$ cat config.mk
export PLATFORM = sky130hd
export DESIGN_NAME = adder_prefix_seq
export DESIGN_NICKNAME = d
export VERILOG_FILES = /design/src/rtl/adder_prefix_seq_pkg.sv /design/src/rtl/adder_prefix_seq_prefix_level.sv /design/src/rtl/adder_prefix_seq.sv
export SDC_FILE = /design/constraint.sdc
export NUM_CORES = 1
export LEC_CHECK = 0
export CAP_MARGIN = 0
export CORE_ASPECT_RATIO = 1.2
export CORE_UTILIZATION = 55
export DETAILED_ROUTE_END_ITERATION = 16
export MAX_ROUTING_LAYER = met4
export PLACE_DENSITY = 0.78
export SLEW_MARGIN = 20
export SYNTH_ARGS = -nofsm -noshare
export SYNTH_HDL_FRONTEND = slang
export SYNTH_SLANG_ARGS = --single-unit
$ cat constraint.sdc
create_clock -name clk -period 2.69 [get_ports clk]
set_input_delay 0.269 -clock clk [delete_from_list [all_inputs] [get_ports clk]]
set_output_delay 0.269 -clock clk [all_outputs]
set_load 0.02 [all_outputs]
$ cat src/rtl/adder_prefix_seq_pkg.sv
// Shared definitions for the iterative parallel-prefix adder sequencer.
// Optional subtract support is selected with the ADDER_SEQ_SUB_EN macro.
package adder_prefix_seq_pkg;

    localparam int unsigned LEN_DATA = 32;
    localparam int unsigned STAGES   = $clog2(LEN_DATA);
    localparam int unsigned CNT_W    = (STAGES > 1) ? $clog2(STAGES) : 1;

    typedef enum logic [1:0] {
        ST_IDLE   = 2'd0,
        ST_PREFIX = 2'd1,
        ST_DONE   = 2'd2
    } state_t;

    typedef struct packed {
        logic [LEN_DATA-1:0] sum;
        logic                cout;
        logic                ovf;
    } result_t;

    // Standard gp cell: returns {g, p} of the combined span (hi covers lo).
    function automatic logic [1:0] gp_combine(
        input logic g_hi,
        input logic p_hi,
        input logic g_lo,
        input logic p_lo
    );
        return {g_hi | (p_hi & g_lo), p_hi & p_lo};
    endfunction

endpackage

$ cat src/rtl/adder_prefix_seq_prefix_level.sv
// One generate/propagate combining level of the prefix tree; the level
// index selects a span of 1 << level. Bits below the span pass through.
module prefix_level
    import adder_prefix_seq_pkg::*;
(
    input  logic [LEN_DATA-1:0] g,
    input  logic [LEN_DATA-1:0] p,
    input  logic [CNT_W-1:0]    level,
    output logic [LEN_DATA-1:0] g_next,
    output logic [LEN_DATA-1:0] p_next
);

    logic [STAGES-1:0][LEN_DATA-1:0] cand_g;
    logic [STAGES-1:0][LEN_DATA-1:0] cand_p;

    // Every candidate level is built in parallel; the level input picks one.
    for (genvar k = 0; k < STAGES; k++) begin : g_lvl
        localparam int SPAN = 1 << k;
        for (genvar i = 0; i < LEN_DATA; i++) begin : g_bit
            if (i >= SPAN) begin : g_comb
                assign {cand_g[k][i], cand_p[k][i]} =
                    gp_combine(g[i], p[i], g[i-SPAN], p[i-SPAN]);
            end else begin : g_pass
                assign cand_g[k][i] = g[i];
                assign cand_p[k][i] = p[i];
            end
        end
    end

    always_comb begin
        g_next = g;
        p_next = p;
        for (int k = 0; k < STAGES; k++) begin
            if (level == CNT_W'(k)) begin
                g_next = cand_g[k];
                p_next = cand_p[k];
            end
        end
    end

endmodule

$ cat src/rtl/adder_prefix_seq.sv
// Iterative prefix adder: one combining level per clock, result held until
// the consumer takes it. Define ADDER_SEQ_SUB_EN to add the in_sub port.
module adder_prefix_seq
    import adder_prefix_seq_pkg::*;
(
    input  logic                clk,
    input  logic                rst_n,
    input  logic                in_valid,
    output logic                in_ready,
    input  logic [LEN_DATA-1:0] in_a,
    input  logic [LEN_DATA-1:0] in_b,
    input  logic                in_cin,
`ifdef ADDER_SEQ_SUB_EN
    input  logic                in_sub,
`endif
    output logic                out_valid,
    input  logic                out_ready,
    output logic [LEN_DATA-1:0] out_sum,
    output logic                out_cout,
    output logic                out_ovf
);

    state_t              state_q;
    state_t              state_d;
    logic [CNT_W-1:0]    cnt_q;
    logic [LEN_DATA-1:0] g_q;
    logic [LEN_DATA-1:0] p_q;
    logic [LEN_DATA-1:0] p_orig_q;
    logic                c0_q;
    result_t             res_q;
    logic                valid_q;

    logic                accept;
    logic                last_level;
    logic                release_res;
    logic [LEN_DATA-1:0] b_eff;
    logic                c0;
    logic [LEN_DATA-1:0] g_init;
    logic [LEN_DATA-1:0] p_init;
    logic [LEN_DATA-1:0] g_nx;
    logic [LEN_DATA-1:0] p_nx;
    logic [LEN_DATA-1:0] carry;
    result_t             res_nx;

    // Operand conditioning: subtract is a + ~b + 1.
`ifdef ADDER_SEQ_SUB_EN
    assign b_eff = in_b ^ {LEN_DATA{in_sub}};
    assign c0    = in_cin | in_sub;
`else
    assign b_eff = in_b;
    assign c0    = in_cin;
`endif

    always_comb begin
        p_init    = in_a ^ b_eff;
        g_init    = in_a & b_eff;
        g_init[0] = g_init[0] | (p_init[0] & c0);
    end

    prefix_level u_level (
        .g      (g_q),
        .p      (p_q),
        .level  (cnt_q),
        .g_next (g_nx),
        .p_next (p_nx)
    );

    // Final result from the last level's output, captured as DONE is entered.
    always_comb begin
        carry       = {g_nx[LEN_DATA-2:0], c0_q};
        res_nx.sum  = p_orig_q ^ carry;
        res_nx.cout = g_nx[LEN_DATA-1];
        res_nx.ovf  = carry[LEN_DATA-1] ^ g_nx[LEN_DATA-1];
    end

    // State register.
    always_ff @(posedge clk or negedge rst_n) begin
        if (!rst_n) begin
            state_q <= ST_IDLE;
        end else begin
            state_q <= state_d;
        end
    end

    // Next-state logic.
    always_comb begin
        state_d = state_q;
        case (state_q)
            ST_IDLE: begin
                if (accept) state_d = ST_PREFIX;
            end
            ST_PREFIX: begin
                if (last_level) state_d = ST_DONE;
            end
            ST_DONE: begin
                if (out_ready) state_d = accept ? ST_PREFIX : ST_IDLE;
            end
            default: state_d = ST_IDLE;
        endcase
    end

    // Control outputs derived from the current state.
    always_comb begin
        in_ready    = 1'b0;
        last_level  = 1'b0;
        release_res = 1'b0;
        case (state_q)
            ST_IDLE:   in_ready = 1'b1;
            ST_PREFIX: last_level = (cnt_q == CNT_W'(STAGES - 1));
            ST_DONE: begin
                in_ready    = out_ready;
                release_res = out_ready;
            end
            default: in_ready = 1'b0;
        endcase
        accept = in_valid & in_ready;
    end

    // Prefix datapath: load on accept, one level per PREFIX cycle.
    always_ff @(posedge clk or negedge rst_n) begin
        if (!rst_n) begin
            cnt_q    <= '0;
            g_q      <= '0;
            p_q      <= '0;
            p_orig_q <= '0;
            c0_q     <= 1'b0;
        end else if (accept) begin
            cnt_q    <= '0;
            g_q      <= g_init;
            p_q      <= p_init;
            p_orig_q <= p_init;
            c0_q     <= c0;
        end else if (state_q == ST_PREFIX) begin
            cnt_q <= cnt_q + CNT_W'(1);
            g_q   <= g_nx;
            p_q   <= p_nx;
        end
    end

    // Result registers change only when DONE is entered or left.
    always_ff @(posedge clk or negedge rst_n) begin
        if (!rst_n) begin
            res_q   <= '0;
            valid_q <= 1'b0;
        end else if (last_level) begin
            res_q   <= res_nx;
            valid_q <= 1'b1;
        end else if (release_res) begin
            res_q   <= '0;
            valid_q <= 1'b0;
        end
    end

    assign out_valid = valid_q;
    assign out_sum   = res_q.sum;
    assign out_cout  = res_q.cout;
    assign out_ovf   = res_q.ovf;

endmodule

======== Word-level counts from Yosys, hierarchy flattened ========
Cells that the tools add are included.
storage, ports and cells
  memories ................................ 0
  RAM bits ................................ 0
  logic and storage cells ................. 466
  output and inout port bits .............. 36
  input port bits ......................... 69
  bits in registers ....................... 137
  memory bits (read-only) ................. 0
  bits in latches ......................... 0
cells by class
  reduce and logical (&&, ||, !) cells .... 15
  bitwise gates (word level) .............. 394
  order comparisons ....................... 0
  shift-type cells ........................ 0
  multiply operators ...................... 0
  eq/ne operators ......................... 13
  divide/modulo/power cells ............... 0
  multiplexer cells ....................... 28
  add/sub/neg operators ................... 1
operators with widths
  kind                   count
  $mux W32               14
  $and A1 B1 Y1          260
  $or A1 B1 Y1           130
  $mux W34               2
  $xor A32 B32 Y32       2
  $and A32 B32 Y32       1
  $ne A2 B2 Y1 const B   7
  $eq A3 B2 Y1 const B   2
  $mux W2                3
  $mux W3                2
  $pmux W2 S3            1
  $reduce_and A3 Y1      2
  $reduce_and A6 Y1      1
  $reduce_bool A2 Y1     3
  $reduce_bool A6 Y1     1
  $mux W1                5
  $reduce_and A5 Y1      1
  $reduce_bool A5 Y1     1
  $reduce_and A4 Y1      1
  $reduce_bool A4 Y1     1
  $add A3 B1 Y3 const B  1
  $eq A3 B1 Y1 const B   1
  $eq A3 B3 Y1 const B   1
  $logic_not A3 Y1       1
  other kinds (7)        7

======== Depth between registers and ports, before layout ========
Gate-level depths: netlist of run 1.
  depth in word-level cells ............... 9
  gate-level depth with buffers ........... 11
  gate-level depth less buffers ........... 7

======== Hierarchy ========
Synthesis of run 1 repeated with hierarchy kept, for this count alone.
unflattened totals
  cells, all modules ...................... 868
  area total of the unflattened synthesis .. 8710.9 sq um
modules (own cells, without submodules)
  module            seq. area each (sq um)  cells an instance  times used  area each (sq um)
  adder_prefix_seq  3428.3                  530                1           6242.2
  prefix_level      0.0                     338                1           2468.6

======== Worst setup path after synthesis of run 1 ========
OpenSTA, ideal clock, no wires.
  kind .................................... register -> register
  start ................................... register cnt_q[2]
  end ..................................... register res_q (netlist bit out_sum[27])
  setup time .............................. 0.131 ns
  cell stages (with the launch flop) ...... 12
  data required time ...................... 2.559 ns
  data arrival time ....................... 2.141 ns
  slack ................................... 0.418 ns
  buffers on the path ..................... 4
  cell sequence ........................... dfrtp_1 buf_4 buf_2 inv_1 ha_1 buf_2 nor2_4 buf_4 o21ai_0 o311ai_1 xnor2_1 o21ai_1
between the ends
  word-level cells in the longest chain between the ends .. 8
RTL lines
  item                    line                                 text
  from (decl)             adder_prefix_seq.sv:25               logic [CNT_W-1:0] cnt_q;
  from (signal assigned)  adder_prefix_seq.sv:134              cnt_q <= cnt_q + CNT_W'(1);
  $logic_not A3 Y1        adder_prefix_seq_prefix_level.sv:34  if (level == CNT_W'(k)) begin
  $mux W32 (5 in a row)   adder_prefix_seq_prefix_level.sv:34
  $xor A32 B32 Y32        adder_prefix_seq.sv:71               res_nx.sum = p_orig_q ^ carry;
  $mux W34                adder_prefix_seq.sv:145              end else if (last_level) begin
  to (signal assigned)    adder_prefix_seq.sv:146              res_q <= res_nx;
  to (decl)               adder_prefix_seq.sv:30               result_t res_q;
Parallel ways exist; a longest one is shown, timed or not.
A chain may end at the register's enable or synchronous reset.

======== Worst setup path in the final report of run 1 ========
  start ................................... register cnt_q[0]
  end ..................................... register p_q[20]
between the ends
  word-level cells in the longest chain between the ends .. 7
RTL lines
  item                   line                                 text
  $eq A3 B1 Y1           adder_prefix_seq_prefix_level.sv:34
  $mux W32 (4 in a row)  adder_prefix_seq_prefix_level.sv:34
  $mux W32               adder_prefix_seq.sv:133              end else if (state_q == ST_PREFIX) begin
  $mux W32               adder_prefix_seq.sv:127              end else if (accept) begin
  to (signal assigned)   adder_prefix_seq.sv:130              p_q <= p_init;
  to (signal assigned)   adder_prefix_seq.sv:136              p_q <= p_nx;
  to (decl)              adder_prefix_seq.sv:27               logic [LEN_DATA-1:0] p_q;
Parallel ways exist; a longest one is shown, timed or not. The select of a mux whose other input is x is not followed.

==> results of run 1 <==
## synthesized netlist by cell type (all sizes together) (5+ instances only)
library cell and n:
inv 23, o22ai 17, nor2 37, nand3 23
o21ai 85, a31oi 13, nor3 8, a211oi 7
buf 46, a22o 11, a22oi 20, o311ai 7
clkbuf 42, o31a 10, nand2b 14, a311oi 5
xnor2 18, xor2 11, a221oi 17, a21oi 52
dfrtp 137, nand2 234, o211ai 31, ha 37
o31ai 15, a221o 10, o221ai 11
## power breakdown
| part | leakage [nW] | total, mW | internal (mW) | switching (mW) |
|---|---|---|---|---|
| clock | 0.267 | 2.23 | 1.30 | 0.934 |
| sequential | 1.71 | 4.43 | 3.02 | 1.41 |
| combinational | 2.51 | 7.41 | 3.06 | 4.35 |
| total | 4.48 | 14.1 | 7.38 | 6.69 |
## critical path, cell delays in order (launching register included)
cell and delay [ns]:
dfrtp_1 0.41, ha_1 0.18, ha_1 0.38, buf_4 0.30, inv_1 0.17, nand2_2 0.26, a211oi_1 0.09, a2111oi_0 0.46
o21ai_1 0.14
## registers in the layout, indices dropped and copies added (netlist names)
register   count
out_valid      1
cnt_q          3
g_q           32
out_ovf        1
p_q           32
out_sum       32
c0_q           1
out_cout       1
state_q        2
p_orig_q      32
## cell families after synthesis
family	Yosys count	synth area share (%)
fa+ha+maj	37	5.42
xor+xnor	29	2.97
mux	4	0.469
buf+inv	112	6.08
flops	137	40.1
compound gates	337	27.6
simple gates	345	17.4
## layout by cell type, fill, tap and decap left out, types with 13 or more instances in the layout
master / instances
o31ai_1: 14
buf_4: 33
o22ai_1: 16
xnor2_1: 18
o211ai_1: 27
clkbuf_16: 17
nand3_1: 23
inv_1: 23
o21ai_0: 58
a21oi_1: 52
clkdlybuf4s50_1: 103
nand2_1: 233
dfrtp_1: 137
nand2b_1: 14
a22oi_1: 20
o21ai_1: 27
a31oi_1: 13
a221oi_1: 14
ha_1: 36
nor2_1: 35
## per-layer routing
metal / vias to the layer above / track usage (%) / routed length [um]
met4: 0 / 19.4 / 1230
met3: 107 / 6.69 / 2070
li1: 3761 / - / -
met5: - / - / 0
met1: 3967 / 45.3 / 10900
met2: 466 / 55.6 / 13200
## final cells by class
class	instances	area (sq um)	area share [%]
inverter	24	90.1	0.871
clock inverter	13	119	1.15
clock buffer	19	443	4.28
sequential	137	3430	33.2
timing repair buffer	143	1400	13.5
multi-input combinational	752	4610	44.5
tap	204	255	2.47
## final timing paths
| path | end | slack, ns | cells past startpoint |
|---|---|---|---|
| worst max-delay path | p_q[20] | 0.16 | 8 |
| worst min register to register | out_sum[26] | 0.48 | 2 |
| min in group clk | c0_q | 0.42 | 3 |
| worst max register to register | p_q[20] | 0.16 | 8 |
| max in group asynchronous | g_q[6] | 1.68 | 3 |
| worst min-delay path | out_sum[21] | 0.27 | 2 |
## through the flow
| stage | cells | power, mW | util, % |
|---|---|---|---|
| 3_5_place_dp | 1259 | 11.7 | 64.8 |
| 4_1_cts | 1292 | 13.9 | 68.5 |
| 3_3_place_gp | 1259 | 11.5 | 64.8 |
| 6_report | 1292 | 14.1 | 68.6 |
| 5_1_grt | 1292 | 14.9 | 68.6 |
| 2_1_floorplan | 1001 | 9.12 | - |
## timing repair
action	4_1_cts	5_1_grt
endpoints found under the hold margin	22	0
hold buffers	1	0
buffers inserted	0	0
gates resized for setup	0	1
endpoints found under the setup margin	0	2
==> metrics, run 1 <==
Final Cell Area=0.0103 sq mm; Required @ worst endpoint=2.98 ns; final wirelength=27400 um; final hold slack=0.265 ns; Iter 0 DRT Violations=800; Synth area leader=dfrtp_1; CTS HTree Levels=4; leakage power=4.48 nW; nets@finish=1181; ant diodes=0; grt total ovfl=0; PwrDens=1360 mW/mm^2; DP HPWL=19400 um; Primary FF master, synth=dfrtp_1; count of input and output buffers=104; RSZ-0062 raised after global routing=false; Netlist cell types=65; Worst Setup SP=cnt_q[0]; Hold Violations, Final=0; main area contributors after synthesis=dfrtp_1 40%, nand2_1 10%, ha_1 5.4%; yosys warns=0; min Tclk post-route=2.53 ns; GRT Total Usage=36.3%; Num CTS Buffers=17; largest net degree at the start of global routing=83; Critical Path AT=2.82 ns; Vias=8301; number of max-cap violations=0; setup slack at placement=0.202 ns; GPL Wtd Cong=0.989; Root Driver=clkbuf_16; TritonRoute pass-1 iters=6; Clk pin slew, worst setup/hold paths=0.06 ns; Mapped Cells=1001; Worst setup SP type=register; fmax=0.396 GHz; post-DR vias/cell=6.42; WL per Instance=21.2 um; Mapped Area=0.00854 sq mm; antenna violations before repair=0; Tightest Pin Transition=1.09 ns; Syn Area/Cell=8.54 sq um; register area share after synthesis=40.1%; Layout area overhead=21.0%; ratio of cells with drive above 1 in the final layout=8.55%; Setup crit end kind=register; fin crit share=94.0%; worst skew pair latency=0.43 ns; Initial Util=56.7%; ys async rst share=100%; clock buffer depth=2; crit path kind=register to register; status=finished, final reports clean; area fraction of the dominant cell type after synthesis=40.1%; critical path fanouts, max=15; DRC=0; die height=139 um; Seq cells post-synth=137; Worst Hold Class=input port to async pin; num rows=49; die area=0.0160 sq mm; CTS Sinks=137; final setup violation count=0; Worst R2R Start=cnt_q[0]; filler instances=1278; total I/O pin count=105; CTS tree=yes; worst setup margin=0.162 ns; worst vdd ir=0.000685 V; vias in the first global route=7943; fin. max-slew vios=0; DP Area=0.00977 sq mm; chip width=116 um; core area=0.0151 sq mm; first-pass GRT wire length=43200 um; Synthesized Nets=1107; Final Skew=0.00749 ns; max_slew headroom=27.3%; Setup Total Neg Slack=0 ns; Post-synth EDFFs=0; antenna-violating nets left=0
Note: power is estimated with default switching activity, not from simulation.
==> run 2: changes to the inputs <==
Settings changed: CORE_MARGIN set to 3.
==> run 2 against run 1 <==
Net effect:
- power up 0.67%
- final area is 0.21% lower
- fmax is 5.1% higher
- clock skew grew 0.0041 ns
- non-clock buffer count down 6
- worst setup slack better by 0.12 ns
- largest cell class unchanged
==> metrics, run 2 (same netlist as run 1, synthesis figures left out) <==
CP peak stage delay=0.43 ns (was 0.46 ns); CP Cell Sequence=ha_1, ha_1, nor2_4, buf_4, nand3_1, a31oi_1, xor2_1, o21ai_0 (was ha_1, ha_1, buf_4, inv_1, nand2_2, a211oi_1, a2111oi_0, o21ai_1); GPL Wtd Cong=0.948 (was 0.989); CTS tree=yes (unchanged); nets@finish=1175 (was 1181); setup slack at placement=0.213 ns (was 0.202 ns); CTS HTree Levels=4 (unchanged); met3 WL=2130 um (was 2070 um); number of max-cap violations=0 (unchanged); Hold Violations, Final=0 (unchanged); largest net degree at the start of global routing=83 (unchanged); top layer reached by signal wires=met4 (unchanged); fmax=0.416 GHz (was 0.396 GHz); count of input and output buffers=104 (unchanged); Worst setup SP type=register (unchanged); metal2 WL=13900 um (was 13200 um); core area=0.0151 sq mm (unchanged); postcts setup bufs=0 (unchanged); min Tclk post-route=2.41 ns (was 2.53 ns); fin cells=1286 (was 1292); total I/O pin count=105 (unchanged); die height=143 um (was 139 um); Sw Pwr=6.80 mW (was 6.69 mW); ant diodes=0 (unchanged); chip width=120 um (was 116 um); Worst Hold Class=input port to async pin (unchanged); antenna-violating nets left=0 (unchanged); status=finished, final reports clean (unchanged); Iter 0 DRT Violations=991 (was 800); crit path kind=register to register (unchanged); commonest cells after routing, fill and taps aside=233 x nand2_1, 137 x dfrtp_1, 103 x clkdlybuf4s50_1 (unchanged); Vias=8256 (was 8301); grt total ovfl=0 (unchanged); die area=0.0171 sq mm (was 0.0160 sq mm); DRC=0 (unchanged); Placed Instances=1253 (was 1259); crit-path leading delay family=adder cells (was compound AO/OA/AOI/OAI gates); WL per Instance=21.9 um (was 21.2 um); worst vdd ir=0.000692 V (was 0.000685 V); register share of total power=31.3% (was 31.5%); switching part of the total=48.0% (was 47.6%); Required @ worst endpoint=2.99 ns (was 2.98 ns); first-pass GRT wire length=44600 um (was 43200 um); Setup crit end kind=register (unchanged); CTS Sinks=137 (unchanged); Final Skew=0.0116 ns (was 0.00749 ns); Clk pin slew, worst setup/hold paths=0.06 ns (about the same); worst setup margin=0.284 ns (was 0.162 ns); Final Cell Area=0.0103 sq mm (about the same); Initial Util=56.7% (unchanged); num rows=49 (unchanged); TritonRoute pass-1 iters=9 (was 6); GRT Total Usage=34.7% (was 36.3%); most frequent CP cell=ha_1 (unchanged); vias in the first global route=8004 (was 7943); Layout area overhead=20.8% (was 21.0%); ratio of cells with drive above 1 in the final layout=8.13% (was 8.55%); CP max-delay cell=dfrtp_1 (was a2111oi_0); combinational share of power=52.3% (was 52.6%); DP HPWL=19600 um (was 19400 um); DP Area=0.00972 sq mm (was 0.00977 sq mm); clock buffer depth=2 (unchanged); commonest non-fill, non-tap cell in the layout=nand2_1 (unchanged); clock share of power=16.4% (was 15.9%); PwrDens=1370 mW/mm^2 (was 1360 mW/mm^2); critical path fanouts, max=17 (was 15); max_slew headroom=24.6% (was 27.3%); M1 WL=11200 um (was 10900 um); final wirelength=28200 um (was 27400 um); RSZ-0062 raised after global routing=false (unchanged); Num CTS Buffers=17 (unchanged); WP buf/inv=1 (was 2); Worst R2R Start=cnt_q[0] (unchanged); leakage power=4.48 nW (about the same); Critical Path AT=2.71 ns (was 2.82 ns); antenna violations before repair=0 (unchanged); fin crit share=89.4% (was 94.0%); worst skew pair latency=0.43 ns (about the same); Worst Setup SP=cnt_q[0] (unchanged); fin. max-slew vios=0 (unchanged); final setup violation count=0 (unchanged); Setup Total Neg Slack=0 ns (unchanged); post-DR vias/cell=6.42 (about the same); Root Driver=clkbuf_16 (unchanged); Tightest Pin Transition=1.13 ns (was 1.09 ns); Pint=7.37 mW (was 7.38 mW)
## run 2: changes by cell type in the layout (fill, tap and decap cells not counted), sizes merged
cell      before  now
inv           27   29
clkinvlp       4    0
buf           39   33
clkinv         5    7
## run 2: what timing repair did
action / in CTS / in global routing
hold buffers: 1 / 0
gates resized for setup: 0 / 1
hold endpoints to repair: 46 / 0
endpoints found under the setup margin: 0 / 2
## run 2: layout make-up
class                   instances  area, sq um
repair buffers                137         1360
inverters                      24         90.1
multi-input cells             752         4610
clock inverters                13          133
clock buffers                  19          453
flip-flops and latches        137         3430
fillers                      1231         4760
well taps                     204          255
## run 2: final timing paths
| check | slack [ns] | endpoint | cells after the start |
|---|---|---|---|
| min reg2reg | 0.48 | out_cout | 2 |
| max reg2reg | 0.28 | out_sum[23] | 8 |
| max | 0.28 | out_sum[23] | 8 |
| max in group asynchronous | 1.72 | g_q[8] | 3 |
| min | 0.36 | out_sum[21] | 2 |
| min in group clk | 0.44 | c0_q | 3 |
## run 2: per-stage QoR
| stage | total power [mW] | utilization, % | hold slack (ns) |
|---|---|---|---|
| 6_report | 14.2 | 68.4 | 0.355 |
| 5_1_grt | 15.1 | 68.4 | 0.397 |
| 4_1_cts | 14.1 | 68.4 | 0.370 |
| 3_5_place_dp | 11.7 | 64.5 | 0.245 |
| 3_3_place_gp | 11.5 | 64.5 | 0.244 |
| 2_1_floorplan | 9.12 | - | -0.0266 |
## run 2: per-layer routing
layer  up-vias  GRT usage (%)
li1       3770              -
met1      4000           43.9
met2       416           56.5
met3        70           5.49
met4         0           13.1
met5         -              -
## run 2: power by group through the flow
| stage | Clock [mW] | Combinational [mW] | Sequential, mW |
|---|---|---|---|
| after floorplan | 0 | 5.09 | 4.03 |
| after global routing | 2.45 | 8.13 | 4.51 |
| after CTS | 2.34 | 7.35 | 4.36 |
| after global placement | 0 | 7.17 | 4.37 |
| after detailed placement | 0 | 7.31 | 4.38 |
| final | 2.33 | 7.40 | 4.43 |
## run 2: worst register-to-register path, cell delays in order, from the launching register on
cell     delay [ns]
dfrtp_1        0.43
ha_1           0.22
ha_1           0.27
nor2_4         0.31
buf_4          0.33
nand3_1        0.12
a31oi_1        0.33
xor2_1         0.18
o21ai_0        0.09
==> run 3: changes to the inputs <==
Settings changed: CORE_UTILIZATION 55 to 57, PLACE_DENSITY 0.78 to 0.8.
==> run 3 against run 2 <==
Net effect:
- sequential share of layout area barely moved
- worst setup slack got worse by 0.0036 ns
- critical path depth did not move
- sequential power barely moved
- clock power fell by 3%
- power fell by 0.13%
- non-clock buffer count rose by 7
- combinational power rose by 0.7%
- clock-buffer cell count rose by 1
- final area barely moved
- critical endpoint is now out_sum[11]
==> metrics, run 3 (same netlist as run 1, synthesis figures left out) <==
Pint=7.37 mW (about the same); max_slew headroom=52.7% (was 24.6%); internal reg-to-reg setup slack=0.28 ns (about the same); clock buffer depth=2 (unchanged); DP HPWL=19600 um (about the same); Worst Hold Class=input port to async pin (unchanged); leakage power=4.48 nW (about the same); nets@finish=1182 (was 1175); RSZ-0062 raised after global routing=false (unchanged); ant diodes=0 (unchanged); CTS tree=yes (unchanged); TritonRoute pass-1 iters=7 (was 9); DP Area=0.00974 sq mm (was 0.00972 sq mm); Required @ worst endpoint=2.99 ns (about the same); final setup violation count=0 (unchanged); antenna violations before repair=0 (unchanged); chip width=118 um (was 120 um); combinational share of power=52.6% (was 52.3%); min Tclk post-route=2.41 ns (about the same); status=finished, final reports clean (unchanged); postcts setup bufs=0 (unchanged); GRT Total Usage=35.5% (was 34.7%); die area=0.0165 sq mm (was 0.0171 sq mm); worst skew pair latency=0.42 ns (was 0.43 ns); Final Skew=0.0100 ns (was 0.0116 ns); GPL Wtd Cong=0.987 (was 0.948); fin. max-slew vios=0 (unchanged); Layout area overhead=20.8% (about the same); first-pass GRT wire length=45000 um (was 44600 um); Final Cell Area=0.0103 sq mm (about the same); Hold Violations, Final=0 (unchanged); WL per Instance=21.8 um (was 21.9 um); Worst R2R Start=cnt_q[0] (unchanged); switching part of the total=47.9% (was 48.0%); number of max-cap violations=0 (unchanged); crit path kind=register to register (unchanged); Sw Pwr=6.78 mW (was 6.80 mW); total power=14.1 mW (was 14.2 mW); RR Endpoint=out_sum[11] (was out_sum[23]); commonest non-fill, non-tap cell in the layout=nand2_1 (unchanged); fin crit share=89.6% (was 89.4%); Tightest Pin Transition=0.709 ns (was 1.13 ns); Num CTS Buffers=17 (unchanged); die height=140 um (was 143 um); ratio of cells with drive above 1 in the final layout=8.54% (was 8.13%); PwrDens=1370 mW/mm^2 (about the same); Root Driver=clkbuf_16 (unchanged); commonest cells after routing, fill and taps aside=233 x nand2_1, 137 x dfrtp_1, 103 x clkdlybuf4s50_1 (unchanged); CP peak stage delay=0.43 ns (about the same); final wirelength=28100 um (was 28200 um); Setup crit end kind=register (unchanged); DRC=0 (unchanged); final hold slack=0.358 ns (was 0.355 ns); crit-path leading delay family=compound AO/OA/AOI/OAI gates (was adder cells); core area=0.0145 sq mm (was 0.0151 sq mm); post-DR vias/cell=6.43 (was 6.42); Clk pin slew, worst setup/hold paths=0.06 ns (about the same); vias in the first global route=8076 (was 8004); critical path fanouts, max=15 (was 17); worst vdd ir=0.000819 V (was 0.000692 V); Critical Path AT=2.71 ns (about the same); filler instances=1189 (was 1231); Worst setup SP type=register (unchanged); Initial Util=58.8% (was 56.7%); antenna-violating nets left=0 (unchanged); CTS Sinks=137 (unchanged); register share of total power=31.4% (was 31.3%); Iter 0 DRT Violations=924 (was 991); Vias=8288 (was 8256); grt total ovfl=0 (unchanged); r2r worst-path depth=8 (unchanged); total I/O pin count=105 (unchanged); CP max-delay cell=dfrtp_1 (unchanged); largest net degree at the start of global routing=62 (was 83); Setup Total Neg Slack=0 ns (unchanged); fmax=0.415 GHz (was 0.416 GHz); CTS HTree Levels=4 (unchanged); WP buf/inv=1 (unchanged); clock share of power=16.0% (was 16.4%); count of input and output buffers=104 (unchanged); num rows=48 (was 49); CP Cell Sequence=ha_1, ha_1, nor2_4, buf_4, o211ai_1, o21ai_1, xnor2_1, o21ai_1 (was ha_1, ha_1, nor2_4, buf_4, nand3_1, a31oi_1, xor2_1, o21ai_0)
run 3: cell types whose count changed in the layout (fill, tap and decap cells not counted), sizes merged:
cell / before / now
clkbuf: 19 / 20
clkinvlp: 0 / 4
inv: 29 / 27
clkinv: 7 / 4
buf: 33 / 40
run 3: worst max path at each step:
| stage | start | to | slack [ns] | depth (start not counted) |
|---|---|---|---|---|
| after global placement | cnt_q[0] | p_q[17] | 0.39 | 8 |
| after floorplan | cnt_q[2] | out_sum[27] | 0.42 | 11 |
| after detailed placement | cnt_q[0] | p_q[20] | 0.22 | 8 |
| after global routing | cnt_q[0] | p_q[17] | 0.14 | 8 |
| after CTS | cnt_q[0] | p_q[20] | 0.19 | 8 |
| final | cnt_q[0] | out_sum[11] | 0.28 | 8 |
run 3: per-layer routing:
metal | wire length [um] | track usage (%) | up-vias
met5 | 0 | - | -
met4 | 1150 | 17.2 | 0
met3 | 2310 | 6.30 | 85
met2 | 13500 | 55.3 | 449
met1 | 11200 | 45.2 | 3981
li1 | - | - | 3773
run 3: area by class of cell:
cell class	count	area [sq um]	share of cell area (%)
multi-input combinational	752	4610	44.6
sequential	137	3430	33.2
timing repair buffer	144	1380	13.4
clock buffer	20	447	4.33
tap	200	250	2.42
clock inverter	12	118	1.14
inverter	24	90.1	0.873
run 3: power groups by stage:
stage | Sequential [mW] | Clock [mW] | Combinational [mW]
final | 4.44 | 2.26 | 7.45
after global routing | 4.53 | 2.36 | 8.14
after CTS | 4.36 | 2.28 | 7.35
after detailed placement | 4.39 | 0 | 7.29
after global placement | 4.38 | 0 | 7.20
after floorplan | 4.03 | 0 | 5.09
run 3: through the flow:
stage	instances	utilization [%]	worst slack, ns
2_1_floorplan	1001	-	0.418
3_3_place_gp	1256	67.0	0.389
3_5_place_dp	1256	67.0	0.217
4_1_cts	1289	71.0	0.194
5_1_grt	1289	71.0	0.142
6_report	1289	71.0	0.281
run 3: repair_timing:
action	CTS	global route
resized for setup	0	1
endpoints found under the hold margin	51	0
hold buffers	1	0
setup endpoints to repair	0	1
